### config.mk
export PLATFORM = sky130hd
export DESIGN_NAME = max_window_ctrl
export DESIGN_NICKNAME = d
export VERILOG_FILES = /design/src/rtl/max_window_ctrl.sv
export SDC_FILE = /design/constraint.sdc
export NUM_CORES = 1
export LEC_CHECK = 0
export BUFFER_PORTS_ARGS = -buffer_cell sky130_fd_sc_hd__buf_2
export CAP_MARGIN = 20
export CELL_PAD_IN_SITES_DETAIL_PLACEMENT = 0
export CELL_PAD_IN_SITES_GLOBAL_PLACEMENT = 2
export CORE_MARGIN = 2
export CORE_UTILIZATION = 35
export CTS_CLUSTER_SIZE = 20
export DETAILED_ROUTE_END_ITERATION = 10
export PLACE_DENSITY_LB_ADDON = 0.1
export SLEW_MARGIN = 20
export SYNTH_ARGS = -nofsm -noshare
export SYNTH_HDL_FRONTEND = slang
export SYNTH_HIERARCHICAL = 1
export SYNTH_SLANG_ARGS = --single-unit
### constraint.sdc
create_clock -name clk_i -period 3.7 [get_ports clk_i]
set_clock_uncertainty 0.2 [all_clocks]
set_input_delay 0.74 -clock clk_i [delete_from_list [all_inputs] [get_ports clk_i]]
set_output_delay 0.74 -clock clk_i [all_outputs]
set_load 0.1 [all_outputs]
### src/rtl/max_window_ctrl.sv
// max_window_ctrl: measurement-window sequencer around a max_counter.
// Maps per-cycle inc/dec events onto counter commands and runs windows of
// fixed length. At each window end it snapshots the peak occupancy into a
// single-entry valid/ready buffer, then clears the running maximum.
// Optional feature: define MAX_WINDOW_CTRL_INDEX_EN to add sample_idx_o,
// which carries the index of the sampled window.

// Occupancy counter that also tracks the running maximum and a sticky
// overflow flag. max_o lags q_o by one cycle, so the true peak is
// max(q_o, max_o).
module max_counter #(
    parameter int WIDTH = 8
) (
    input  logic             clk_i,
    input  logic             rst_ni,
    input  logic             clear_i,
    input  logic             clear_max_i,
    input  logic             en_i,
    input  logic             load_i,
    input  logic             down_i,
    input  logic [WIDTH-1:0] delta_i,
    input  logic [WIDTH-1:0] d_i,
    output logic [WIDTH-1:0] q_o,
    output logic [WIDTH-1:0] max_o,
    output logic             overflow_o
);
    logic [WIDTH-1:0] q_q, q_d;
    logic [WIDTH-1:0] max_q, max_d;
    logic             ovf_q, ovf_d;
    logic [WIDTH:0]   sum;

    // Next count, running maximum and sticky overflow.
    always_comb begin
        // NOTE: every variable gets a default first, so no path leaves it unassigned (no latch).
        q_d   = q_q;
        max_d = max_q;
        ovf_d = ovf_q;
        sum   = {1'b0, q_q} + {1'b0, delta_i};
        if (q_q > max_q) begin
            max_d = q_q;
        end
        if (clear_max_i) begin
            max_d = '0;
        end
        if (clear_i) begin
            q_d   = '0;
            max_d = '0;
            ovf_d = 1'b0;
        end else if (load_i) begin
            q_d = d_i;
        end else if (en_i) begin
            if (down_i) begin
                q_d = q_q - delta_i;
            end else begin
                q_d = sum[WIDTH-1:0];
                if (sum[WIDTH]) begin
                    ovf_d = 1'b1;
                end
            end
        end
    end

    // Counter state registers.
    always_ff @(posedge clk_i or negedge rst_ni) begin
        // NOTE: flops use non-blocking <=; blocking = stays inside always_comb.
        if (!rst_ni) begin
            q_q   <= '0;
            max_q <= '0;
            ovf_q <= 1'b0;
        end else begin
            q_q   <= q_d;
            max_q <= max_d;
            ovf_q <= ovf_d;
        end
    end

    assign q_o        = q_q;
    assign max_o      = max_q;
    assign overflow_o = ovf_q;
endmodule

module max_window_ctrl #(
    parameter int WIDTH       = 8,
    parameter int TIMER_WIDTH = 16
`ifdef MAX_WINDOW_CTRL_INDEX_EN
    ,
    parameter int IDX_WIDTH   = 8
`endif
) (
    input  logic                   clk_i,
    input  logic                   rst_ni,
    input  logic                   reg_clear,
    input  logic                   start_i,
    input  logic                   stop_i,
    input  logic [TIMER_WIDTH-1:0] cfg_window_i,
    input  logic                   inc_i,
    input  logic                   dec_i,
    output logic                   busy_o,
    output logic [WIDTH-1:0]       occ_o,
    output logic                   sample_valid_o,
    input  logic                   sample_ready_i,
    output logic [WIDTH-1:0]       sample_max_o,
    output logic                   sample_ovf_o,
    output logic                   sample_partial_o,
    output logic                   sample_lost_o,
    output logic                   underflow_o
`ifdef MAX_WINDOW_CTRL_INDEX_EN
    ,
    output logic [IDX_WIDTH-1:0]   sample_idx_o
`endif
);
    typedef enum logic {
        IDLE = 1'b0,
        RUN  = 1'b1
    } state_e;

    state_e state_q, state_d;

    // Control strobes decoded from state and inputs.
    logic start_acc, window_end, snapshot, snap_partial, uf_hit;
    logic cnt_clear, cnt_clear_max, cnt_en, cnt_down;

    // Counter outputs.
    logic [WIDTH-1:0] cnt_q, cnt_max;
    logic             cnt_ovf;

    // Window timing and sticky underflow.
    logic [TIMER_WIDTH-1:0] win_q, win_d;
    logic [TIMER_WIDTH-1:0] timer_q, timer_d;
    logic                   underflow_q, underflow_d;

    // Single-entry sample buffer.
    logic             valid_q, valid_d;
    logic [WIDTH-1:0] smax_q, smax_d;
    logic             sovf_q, sovf_d;
    logic             spart_q, spart_d;
    logic             slost_q, slost_d;

`ifdef MAX_WINDOW_CTRL_INDEX_EN
    logic [IDX_WIDTH-1:0] widx_q, widx_d;
    logic [IDX_WIDTH-1:0] sidx_q, sidx_d;
`endif

    max_counter #(.WIDTH(WIDTH)) u_cnt (
        .clk_i       (clk_i),
        .rst_ni      (rst_ni),
        .clear_i     (cnt_clear),
        .clear_max_i (cnt_clear_max),
        .en_i        (cnt_en),
        .load_i      (1'b0),
        .down_i      (cnt_down),
        .delta_i     (WIDTH'(1)),
        .d_i         ('0),
        .q_o         (cnt_q),
        .max_o       (cnt_max),
        .overflow_o  (cnt_ovf)
    );

    // FSM state register.
    always_ff @(posedge clk_i or negedge rst_ni) begin
        if (!rst_ni) begin
            state_q <= IDLE;
        end else begin
            state_q <= state_d;
        end
    end

    // FSM next state: start wins in IDLE, stop ends RUN; fence clear overrides.
    always_comb begin
        state_d = state_q;
        case (state_q)
            IDLE:    if (start_i) state_d = RUN;
            RUN:     if (stop_i)  state_d = IDLE;
            default: state_d = IDLE;
        endcase
        if (reg_clear) begin
            state_d = IDLE;
        end
    end

    // FSM outputs: counter commands, window end and snapshot strobes.
    always_comb begin
        start_acc    = 1'b0;
        window_end   = 1'b0;
        snapshot     = 1'b0;
        snap_partial = 1'b0;
        uf_hit       = 1'b0;
        cnt_en       = 1'b0;
        cnt_down     = 1'b0;
        case (state_q)
            IDLE: start_acc = start_i;
            RUN: begin
                window_end   = (timer_q == '0);
                snapshot     = window_end | stop_i;
                // A stop landing on the window end counts as a full window.
                snap_partial = stop_i & ~window_end;
                uf_hit       = dec_i & ~inc_i & (cnt_q == '0);
                cnt_en       = (inc_i ^ dec_i) & ~uf_hit;
                cnt_down     = dec_i;
            end
            default: ;
        endcase
        cnt_clear     = reg_clear | start_acc;
        cnt_clear_max = start_acc | window_end;
    end

    // Next values for the timer, underflow flag and sample buffer.
    always_comb begin
        win_d       = win_q;
        timer_d     = timer_q;
        underflow_d = underflow_q;
        valid_d     = valid_q;
        smax_d      = smax_q;
        sovf_d      = sovf_q;
        spart_d     = spart_q;
        slost_d     = slost_q;
`ifdef MAX_WINDOW_CTRL_INDEX_EN
        widx_d      = widx_q;
        sidx_d      = sidx_q;
`endif
        if (reg_clear) begin
            win_d       = '0;
            timer_d     = '0;
            underflow_d = 1'b0;
            valid_d     = 1'b0;
            smax_d      = '0;
            sovf_d      = 1'b0;
            spart_d     = 1'b0;
            slost_d     = 1'b0;
`ifdef MAX_WINDOW_CTRL_INDEX_EN
            widx_d      = '0;
            sidx_d      = '0;
`endif
        end else begin
            if (start_acc) begin
                // A zero-length request still gives one-cycle windows.
                win_d       = (cfg_window_i == '0) ? TIMER_WIDTH'(1) : cfg_window_i;
                timer_d     = win_d - TIMER_WIDTH'(1);
                underflow_d = 1'b0;
`ifdef MAX_WINDOW_CTRL_INDEX_EN
                widx_d      = '0;
`endif
            end else if (state_q == RUN) begin
                timer_d = window_end ? (win_q - TIMER_WIDTH'(1)) : (timer_q - TIMER_WIDTH'(1));
                if (uf_hit) begin
                    underflow_d = 1'b1;
                end
            end

            if (snapshot) begin
                // Overwriting an unconsumed sample flags the loss in the new one.
                valid_d = 1'b1;
                smax_d  = (cnt_q > cnt_max) ? cnt_q : cnt_max;
                sovf_d  = cnt_ovf;
                spart_d = snap_partial;
                slost_d = valid_q & ~sample_ready_i;
`ifdef MAX_WINDOW_CTRL_INDEX_EN
                sidx_d  = widx_q;
                widx_d  = widx_q + IDX_WIDTH'(1);
`endif
            end else if (valid_q && sample_ready_i) begin
                valid_d = 1'b0;
            end
        end
    end

    // Timer, underflow and sample buffer registers.
    always_ff @(posedge clk_i or negedge rst_ni) begin
        if (!rst_ni) begin
            win_q       <= '0;
            timer_q     <= '0;
            underflow_q <= 1'b0;
            valid_q     <= 1'b0;
            smax_q      <= '0;
            sovf_q      <= 1'b0;
            spart_q     <= 1'b0;
            slost_q     <= 1'b0;
`ifdef MAX_WINDOW_CTRL_INDEX_EN
            widx_q      <= '0;
            sidx_q      <= '0;
`endif
        end else begin
            win_q       <= win_d;
            timer_q     <= timer_d;
            underflow_q <= underflow_d;
            valid_q     <= valid_d;
            smax_q      <= smax_d;
            sovf_q      <= sovf_d;
            spart_q     <= spart_d;
            slost_q     <= slost_d;
`ifdef MAX_WINDOW_CTRL_INDEX_EN
            widx_q      <= widx_d;
            sidx_q      <= sidx_d;
`endif
        end
    end

    assign busy_o           = (state_q == RUN);
    assign occ_o            = cnt_q;
    assign sample_valid_o   = valid_q;
    assign sample_max_o     = smax_q;
    assign sample_ovf_o     = sovf_q;
    assign sample_partial_o = spart_q;
    assign sample_lost_o    = slost_q;
    assign underflow_o      = underflow_q;
`ifdef MAX_WINDOW_CTRL_INDEX_EN
    assign sample_idx_o     = sidx_q;
`endif
endmodule

==> results.py, run 1 <==
metrics = {
    "floorplan": {
        "die_w_um": 120.9,
        "fp-row-count": 42,
        "start_util_pct": 35.97,
        "dieArea_um2": 14610,
        "io_pins": 46,
        "die_h_um": 120.9,
        "core_um2": 13300,
    },
    "route": {
        "postRouteAntennaNets": 0,
        "totalWireLength_mm": 13.05,
        "viasPerCell": 5.162,
        "dr.pass1.iters": 4,
        "drc_errors": 0,
        "first_iter_violations": 251,
        "routedWlPerCell_um": 16.54,
        "vias": 4073,
    },
    "logic_synthesis": {
        "synth_edf_count": 0,
        "synth_warnings": 6,
        "syn_area_um2": 4782,
        "syn_inst": 544,
        "ys_seq_area_share_pct": 32.97,
        "avgSynthCellArea_um2": 8.791,
        "synth_top_flop_cell": "dfrtp_1",
        "ys_ff_latch": 63,
        "ys_async_sr_fraction_pct": 100.0,
        "synth.distinct_cells": 82,
    },
    "global_route": {
        "grt_max_degree": 41,
        "gr-total-overflow": 0,
        "grt_pass1_vias": 3922,
        "track_usage_pct": 18.71,
        "grt_pass1_wl_mm": 21.24,
        "antenna_found_initial": 0,
    },
    "sta": {
        "worstMarginPinSlew_ns": 0.7320,
        "finalMaxSlewViolations": 0,
        "max_freq_mhz": 328.7,
        "fin_crit_ns": 3.042,
        "setup_viol": 0,
        "slew_headroom_pct": 50.91,
        "finalHoldViolCount": 0,
        "setup_tns_ns": 0,
        "min_period_over_period_pct": 82.22,
        "rsz0062_at_grt": "no",
    },
    "min_path": {
        "min_path_type": "in2async",
    },
    "clock_network": {
        "cts.path.max_buffers": 2,
        "cts_tree": "built",
        "root_buffer": "clkbuf_16",
        "postCtsSetupRepairBufs": 0,
        "numClockSinks": 63,
        "cts_hold_buf": 0,
        "htreeDepth": 3,
        "cts.repair.resized": 0,
        "cts_buffers": 9,
        "clk_latency_ns": 0.34,
        "path_clk_slew_ns": 0.06,
    },
    "layout": {
        "nets": 667,
        "final_cell_mix": "dfrtp_1, nand2_1, nor2_1",
        "diodes": 0,
        "drive_above_1_share_pct": 18.27,
        "final_common_cell": "dfrtp_1",
        "syn_to_final_growth_pct": 15.36,
        "final_area_um2": 5517,
    },
    "worst_setup_path": {
        "crit_arrival_ns": 3.07,
        "cp-end-kind": "flop",
        "cp_max_fo": 8,
        "required_ns": 3.73,
        "cp-start-kind": "flop",
        "crit_type": "reg2reg",
    },
    "pwr": {
        "p_seq_share_pct": 33.8,
        "p_sw_uw": 844.3,
        "leakage_uw": 0.002485,
        "total_power_uw": 2366,
        "p_per_area_nw_per_um2": 428.8,
        "internal_power_uw": 1521,
        "ir_drop_uv": 196.5,
        "power_frac_clock_pct": 35.8,
        "pwr-share-comb_pct": 30.4,
        "swShare_pct": 35.69,
    },
    "job": {
        "cap_violations": 0,
    },
    "place": {
        "gp_congestion": 0.8589,
        "port_buffers": 45,
        "dpl.hpwl_mm": 9.612,
        "placed_cell_area_um2": 5220,
    },
    "outcome": {
        "status": "complete, no violations",
    },
}
[metrics by stage]
stage | util (%) | setup WS [ns] | cells | hold WS, ns
2_1_floorplan | - | 0.6321 | 570 | 0.2444
3_3_place_gp | 39.26 | 0.4056 | 773 | 0.3011
3_5_place_dp | 39.26 | 0.3543 | 773 | 0.2871
4_1_cts | 41.49 | 0.6400 | 789 | 0.1980
5_1_grt | 41.49 | 0.4651 | 789 | 0.2138
6_report | 41.49 | 0.6580 | 789 | 0.1968
[cell families (layout without fill, tap and decap cells)]
logic type | after synthesis | count (layout) | synth area share, %
AO/OA/AOI/OAI | 138 | 138 | 21.48
XOR/XNOR | 13 | 13 | 2.381
adder cells (fa/ha/maj) | 35 | 35 | 9.472
buffers and inverters | 71 | 114 | 7.143
flip-flops | 63 | 63 | 32.97
multiplexers | 29 | 29 | 6.149
other | 2 | 28 | 0.1570
AND/OR/NAND/NOR | 193 | 193 | 20.25
[power groups by stage]
stage	registers (uW)	logic, uW	clock network (uW)
final	800	719	847
after global routing	807	786	900
after CTS	799	722	867
after detailed placement	811	719	0
after global placement	811	714	0
after floorplan	893	476	0
[synthesized netlist by cell type (5+ instances only)]
cell      number  share of area [%]
dfrtp_1       63                 33
nand2_1       62                4.9
nor2_1        52                4.1
a21oi_1       44                4.6
inv_1         41                3.2
ha_1          33                8.6
mux2i_1       26                5.4
a211oi_1      15                2.4
clkbuf_1      12               0.94
nand3_1       11                1.2
nor4_1        11                1.4
xnor2_1       10                1.8
o21ai_0        9               0.94
nor2b_1        7               0.92
nor3_1         7               0.73
o21ai_1        7               0.73
a31oi_1        6               0.79
nor3b_1        5               0.79
[layout make-up]
type,instances,area (um^2)
fill,1372,7779
inverter,43,161.4
timing repair buffer,55,300.3
clock buffer,14,284.0
multi-input combinational,436,2962
sequential,63,1577
tap,176,220.2
clock inverter,2,12.51
[state kept, by name (all words and copies together), names as in the netlist]
name and cells:
timer_q 16, win_q 16, sample_max_o 8, u_cnt/max_o 8, u_cnt/q_o 8, busy_o 1
sample_lost_o 1, sample_ovf_o 1, sample_partial_o 1, sample_valid_o 1, u_cnt/overflow_o 1, underflow_o 1
[worst max-delay path: stages (launching register included)]
cell     delay (ns)
dfrtp_1        0.42
nor4_1         0.37
and4_1         0.48
nand2_1        0.18
a31oi_4        0.36
inv_1          0.08
ha_1           0.26
nor2b_1        0.16
mux2i_1        0.16
a21oi_1        0.08
a21o_1         0.17
[metal layers]
layer / vias up / GRT usage [%] / part of all wire, %
li1: 2026 / - / -
met1: 1972 / 23.84 / 46
met2: 58 / 32.16 / 50
met3: 17 / 3.008 / 2.6
met4: 0 / 6.250 / 1.5
met5: - / 0 / 0
[path summary, 6_finish.rpt]
kind,from,slack (ns),to,depth (start not counted)
setup reg to reg,timer_q[9]$_DFFE_PN0P_,0.66,timer_q[4]$_DFFE_PN0P_,10
hold reg to reg,underflow_o$_DFFE_PN0P_,0.31,underflow_o$_DFFE_PN0P_,2
max in group asynchronous,rst_ni,2.62,u_cnt/q_o[2]$_DFFE_PN0P_,2
hold / removal,rst_ni,0.20,win_q[10]$_DFFE_PN0N_,2
setup / recovery,timer_q[9]$_DFFE_PN0P_,0.66,timer_q[4]$_DFFE_PN0P_,10
min in group clk_i,underflow_o$_DFFE_PN0P_,0.31,underflow_o$_DFFE_PN0P_,2
Power figures use the tool's default switching activity.
==> run 2: changes to the inputs <==
CORE_UTILIZATION = 34   (was 35)
clock period = 2.7 ns   (was 3.7 ns; I/O delays follow)
==> results.py, run 2 (synthesis gave the netlist of run 1 again) <==
metrics = {
    "place": {
        "gp_congestion": 0.8181,
        "port_buffers": 45,
        "placed_cell_area_um2": 5552,
        "dpl.hpwl_mm": 10.28,
    },
    "clock_network": {
        "cts_buffers": 9,
        "cts_tree": "built",
        "numClockSinks": 63,
        "cts.path.max_buffers": 2,
        "htreeDepth": 3,
        "path_clk_slew_ns": 0.06,
        "root_buffer": "clkbuf_16",
        "clk_latency_ns": 0.34,
    },
    "pwr": {
        "p_sw_uw": 1244,
        "pwr-share-comb_pct": 32.2,
        "swShare_pct": 35.24,
        "ir_drop_uv": 284.6,
        "internal_power_uw": 2286,
        "p_seq_share_pct": 30.9,
        "power_frac_clock_pct": 36.9,
        "p_per_area_nw_per_um2": 591.1,
        "leakage_uw": 0.002703,
        "total_power_uw": 3531,
    },
    "sta": {
        "slew_headroom_pct": 36.82,
        "fin_crit_ns": 2.588,
        "min_period_over_period_pct": 95.85,
        "worstMarginPinSlew_ns": 0.9477,
        "finalHoldViolCount": 0,
        "finalMaxSlewViolations": 0,
        "setup_tns_ns": 0,
        "max_freq_mhz": 386.4,
        "setup_viol": 0,
    },
    "global_route": {
        "grt_pass1_wl_mm": 22.85,
        "gr-total-overflow": 0,
        "track_usage_pct": 19.98,
        "antenna_found_initial": 0,
        "grt_pass1_vias": 4349,
        "grt_max_degree": 36,
    },
    "floorplan": {
        "die_h_um": 122.6,
        "io_pins": 46,
        "start_util_pct": 34.59,
        "dieArea_um2": 15030,
        "core_um2": 13830,
        "die_w_um": 122.6,
        "fp-row-count": 43,
    },
    "route": {
        "totalWireLength_mm": 13.90,
        "dr.pass1.iters": 4,
        "vias": 4233,
        "viasPerCell": 5.088,
        "routedWlPerCell_um": 16.71,
        "drc_errors": 0,
        "postRouteAntennaNets": 0,
        "first_iter_violations": 184,
    },
    "worst_setup_path": {
        "crit_arrival_ns": 2.62,
        "r2r_cells": 7,
        "cp_cell_sequence": "buf_2, or4_4, nor4_4, buf_4, a41o_4, a21o_4, inv_1, ha_4, nor2b_1, mux2i_1, a21oi_1, a21o_1",
        "cp-start-kind": "primary input",
        "cp_max_fo": 3,
        "crit_type": "in2reg",
        "cp-end-kind": "flop",
        "critPathSlowestCell": "or4_4",
        "required_ns": 2.73,
        "slowest_delay_ns": 0.54,
    },
    "job": {
        "cap_violations": 0,
    },
    "min_path": {
        "min_path_type": "in2async",
    },
    "layout": {
        "drive_above_1_share_pct": 25.77,
        "nets": 706,
        "syn_to_final_growth_pct": 24.91,
        "finish.utilization_pct": 43.20,
        "reg_top3": "timer_q: 16 flops, win_q: 16 flops",
        "final_common_cell": "nand2_1",
        "final_cell_mix": "nand2_1, dfrtp_1, nor2_1",
        "final_area_um2": 5973,
        "diodes": 0,
    },
    "outcome": {
        "status": "complete, no violations",
    },
}
-- run 2: final timing paths --
path | start | end | slack (ns)
max | cfg_window_i[14] | timer_q[4]$_DFFE_PN0P_ | 0.11
min | rst_ni | u_cnt/q_o[5]$_DFFE_PN0P_ | 0.14
min reg2reg | win_q[0]$_DFFE_PN0N_ | win_q[0]$_DFFE_PN0N_ | 0.33
max reg2reg | win_q[4]$_DFFE_PN0N_ | timer_q[15]$_DFFE_PN0P_ | 0.14
min in group clk_i | stop_i | busy_o$_DFF_PN0_ | 0.23
max in group asynchronous | rst_ni | u_cnt/overflow_o$_DFFE_PN0P_ | 1.38
-- run 2: worst max-delay path, delay by kind of cell --
family | cells | cell delay (ns)
AOI/OAI and AO/OA | 4 | 0.54
adders and majority gates | 1 | 0.17
buffers and inverters | 3 | 0.33
muxes | 1 | 0.14
and+or+nand+nor | 3 | 0.90
-- run 2: power by group through the flow --
stage	logic [uW]	clock network, uW	registers [uW]
after floorplan	652	0	1230
after global placement	1100	0	1100
after detailed placement	1110	0	1100
after CTS	1110	1330	1090
after global routing	1250	1390	1100
final	1140	1300	1090
-- run 2: through the flow --
stage                     cells  hold WS (ns)  setup slack, ns
final                       832        0.1449           0.1120
after global routing        832        0.2074         -0.01043
after CTS                   830        0.1646          0.03888
after detailed placement    814        0.3035          -0.2847
after global placement      814        0.2981          -0.2631
after floorplan             570       0.04441         -0.05859
-- run 2: metal layers --
layer | GRT usage (%) | vias to the layer above | routed length [um]
li1 | - | 2108 | -
met1 | 24.99 | 2057 | 6409
met2 | 34.93 | 53 | 6914
met3 | 2.974 | 15 | 319
met4 | 7.040 | 0 | 256
met5 | 0 | - | 0
-- run 2: cell type report --
cell class,instances,area [um^2]
sequential,63,1588
multi-input combinational,436,3040
tap,180,225.2
clock buffer,9,225.2
fill,1394,7854
inverter,43,161.4
timing repair buffer,94,630.6
clock inverter,7,102.6
-- run 2: what timing repair did --
| item | in CTS | in global routing |
|---|---|---|
| hold buffers | 0 | 0 |
| setup buffers | 0 | 2 |
| resized for setup | 1 | 12 |
| endpoints found under the setup margin | 3 | 18 |
| pin swaps | 0 | 7 |
==> run 3: changes to the inputs <==
--- a/constraint.sdc
+++ b/constraint.sdc
@@ -4,2 +4,2 @@
 set_output_delay 0.54 -clock clk_i [all_outputs]
-set_load 0.1 [all_outputs]
+set_load 0.01 [all_outputs]
==> results.py, run 3 (synthesis gave the netlist of run 1 again) <==
metrics = {
    "global_route": {
        "grt_pass1_vias": 4407,
        "gr-total-overflow": 0,
        "antenna_found_initial": 0,
        "grt_max_degree": 29,
        "grt_pass1_wl_mm": 22.31,
        "track_usage_pct": 19.14,
    },
    "worst_setup_path": {
        "crit_type": "in2reg",
        "cp-end-kind": "flop",
        "required_ns": 2.70,
        "crit_arrival_ns": 2.60,
        "cp-start-kind": "primary input",
        "cp_max_fo": 4,
    },
    "layout": {
        "final_cell_mix": "dfrtp_1, nand2_1, buf_4",
        "diodes": 0,
        "nFillCells": 1403,
        "nets": 717,
        "final_common_cell": "dfrtp_1",
        "finish.utilization_pct": 43.18,
        "drive_above_1_share_pct": 25.04,
        "reg_top3": "timer_q: 16 flops, win_q: 16 flops",
        "multi_input_area_um2": 3008,
        "syn_to_final_growth_pct": 24.86,
        "regArea_um2": 1577,
    },
    "sta": {
        "fin_ws_ns": 0.09785,
        "worstMarginPinSlew_ns": 0.5476,
        "fin_crit_ns": 2.602,
        "whs_ns": 0.2171,
        "max_freq_mhz": 384.3,
        "setup_viol": 0,
        "finalMaxSlewViolations": 0,
        "min_period_over_period_pct": 96.38,
        "slew_headroom_pct": 63.18,
        "finalHoldViolCount": 0,
        "rsz0062_at_grt": "no",
        "setup_tns_ns": 0,
    },
    "min_path": {
        "min_path_type": "in2reg",
    },
    "route": {
        "first_iter_violations": 204,
        "routedWlPerCell_um": 15.87,
        "viasPerCell": 5.085,
        "totalWireLength_mm": 13.38,
        "drc_errors": 0,
        "postRouteAntennaNets": 0,
        "vias": 4287,
        "dr.pass1.iters": 4,
    },
    "clock_network": {
        "clk_latency_ns": 0.34,
        "cts.path.max_buffers": 2,
        "cts_buffers": 9,
        "numClockSinks": 63,
        "root_buffer": "clkbuf_16",
        "path_clk_slew_ns": 0.05,
        "cts_tree": "built",
        "htreeDepth": 3,
    },
    "floorplan": {
        "die_w_um": 122.6,
        "io_pins": 46,
        "fp-row-count": 43,
        "start_util_pct": 34.59,
        "dieArea_um2": 15030,
        "core_um2": 13830,
        "die_h_um": 122.6,
    },
    "place": {
        "port_buffers": 45,
        "gp_congestion": 0.8042,
        "dpl_worst_slack_ns": -0.3383,
        "dpl.hpwl_mm": 10.20,
    },
    "pwr": {
        "leakage_uw": 0.002749,
        "total_power_uw": 3229,
        "ir_drop_uv": 324.6,
        "p_per_area_nw_per_um2": 540.7,
    },
    "outcome": {
        "status": "complete, no violations",
    },
    "job": {
        "cap_violations": 0,
    },
}
-- run 3: cell count changes in the layout (fill, tap and decap cells not counted), moves of 2 or more --
cell,change
dfrtp_1,+9
inv_6,-3
buf_4,+11
dfrtp_2,-9
nor4_4,-2
clkbuf_8,+4
bufinv_16,-2
-- run 3: worst paths after layout --
check	slack (ns)	from	cells after the start	to
setup reg to reg	0.13	win_q[4]$_DFFE_PN0N_	8	timer_q[14]$_DFFE_PN0P_
hold / removal	0.22	stop_i	2	busy_o$_DFF_PN0_
setup / recovery	0.1	cfg_window_i[6]	13	timer_q[10]$_DFFE_PN0P_
hold reg to reg	0.32	sample_ovf_o$_DFFE_PN0P_	2	sample_ovf_o$_DFFE_PN0P_
max in group asynchronous	1.26	rst_ni	3	underflow_o$_DFFE_PN0P_
min in group asynchronous	0.39	rst_ni	2	win_q[7]$_DFFE_PN0N_
-- run 3: where the power goes --
group	internal, uW	switching (uW)	total [uW]	leakage (uW)
Clock	720	423	1140	0.000145
Sequential	1010	64.1	1080	0.000852
Combinational	453	554	1010	0.00175
Total	2190	1040	3230	0.00275
-- run 3: metal layers --
metal / up-vias / wire (um) / global-route usage, %
li1: 2129 / - / -
met1: 2087 / 6104 / 23.91
met2: 58 / 6736 / 33.51
met3: 13 / 355 / 3.764
met4: 0 / 184 / 5.316
met5: - / 0 / 0
-- run 3: area by class of cell --
class,count,share of cell area [%]
multi-input combinational,436,50.38
tap,180,3.772
timing repair buffer,105,11.78
clock inverter,2,0.2096
clock buffer,14,4.757
inverter,43,2.703
sequential,63,26.40
-- run 3: critical path, cell delays in order --
cell and delay [ns]:
buf_2 0.12, or4_1 0.55, nor4_2 0.15, buf_4 0.16, a41o_2 0.21, a21o_4 0.12, inv_1 0.04, ha_2 0.20
o2111ai_4 0.10, buf_4 0.15, nor2_1 0.04, xnor2_1 0.14, o21ai_0 0.09
-- run 3: repair_timing --
action,4_1_cts,5_1_grt
hold buffers,1,0
pin swaps,0,4
buffers inserted,0,2
endpoints found under the setup margin,6,17
hold endpoints to repair,7,0
gates resized for setup,1,8
-- run 3: per-stage QoR --
| stage | cells | area, um^2 |
|---|---|---|
| 6_report | 843 | 5971 |
| 5_1_grt | 843 | 5971 |
| 4_1_cts | 841 | 5911 |
| 3_5_place_dp | 824 | 5603 |
| 3_3_place_gp | 824 | 5603 |
| 2_1_floorplan | 570 | 4880 |
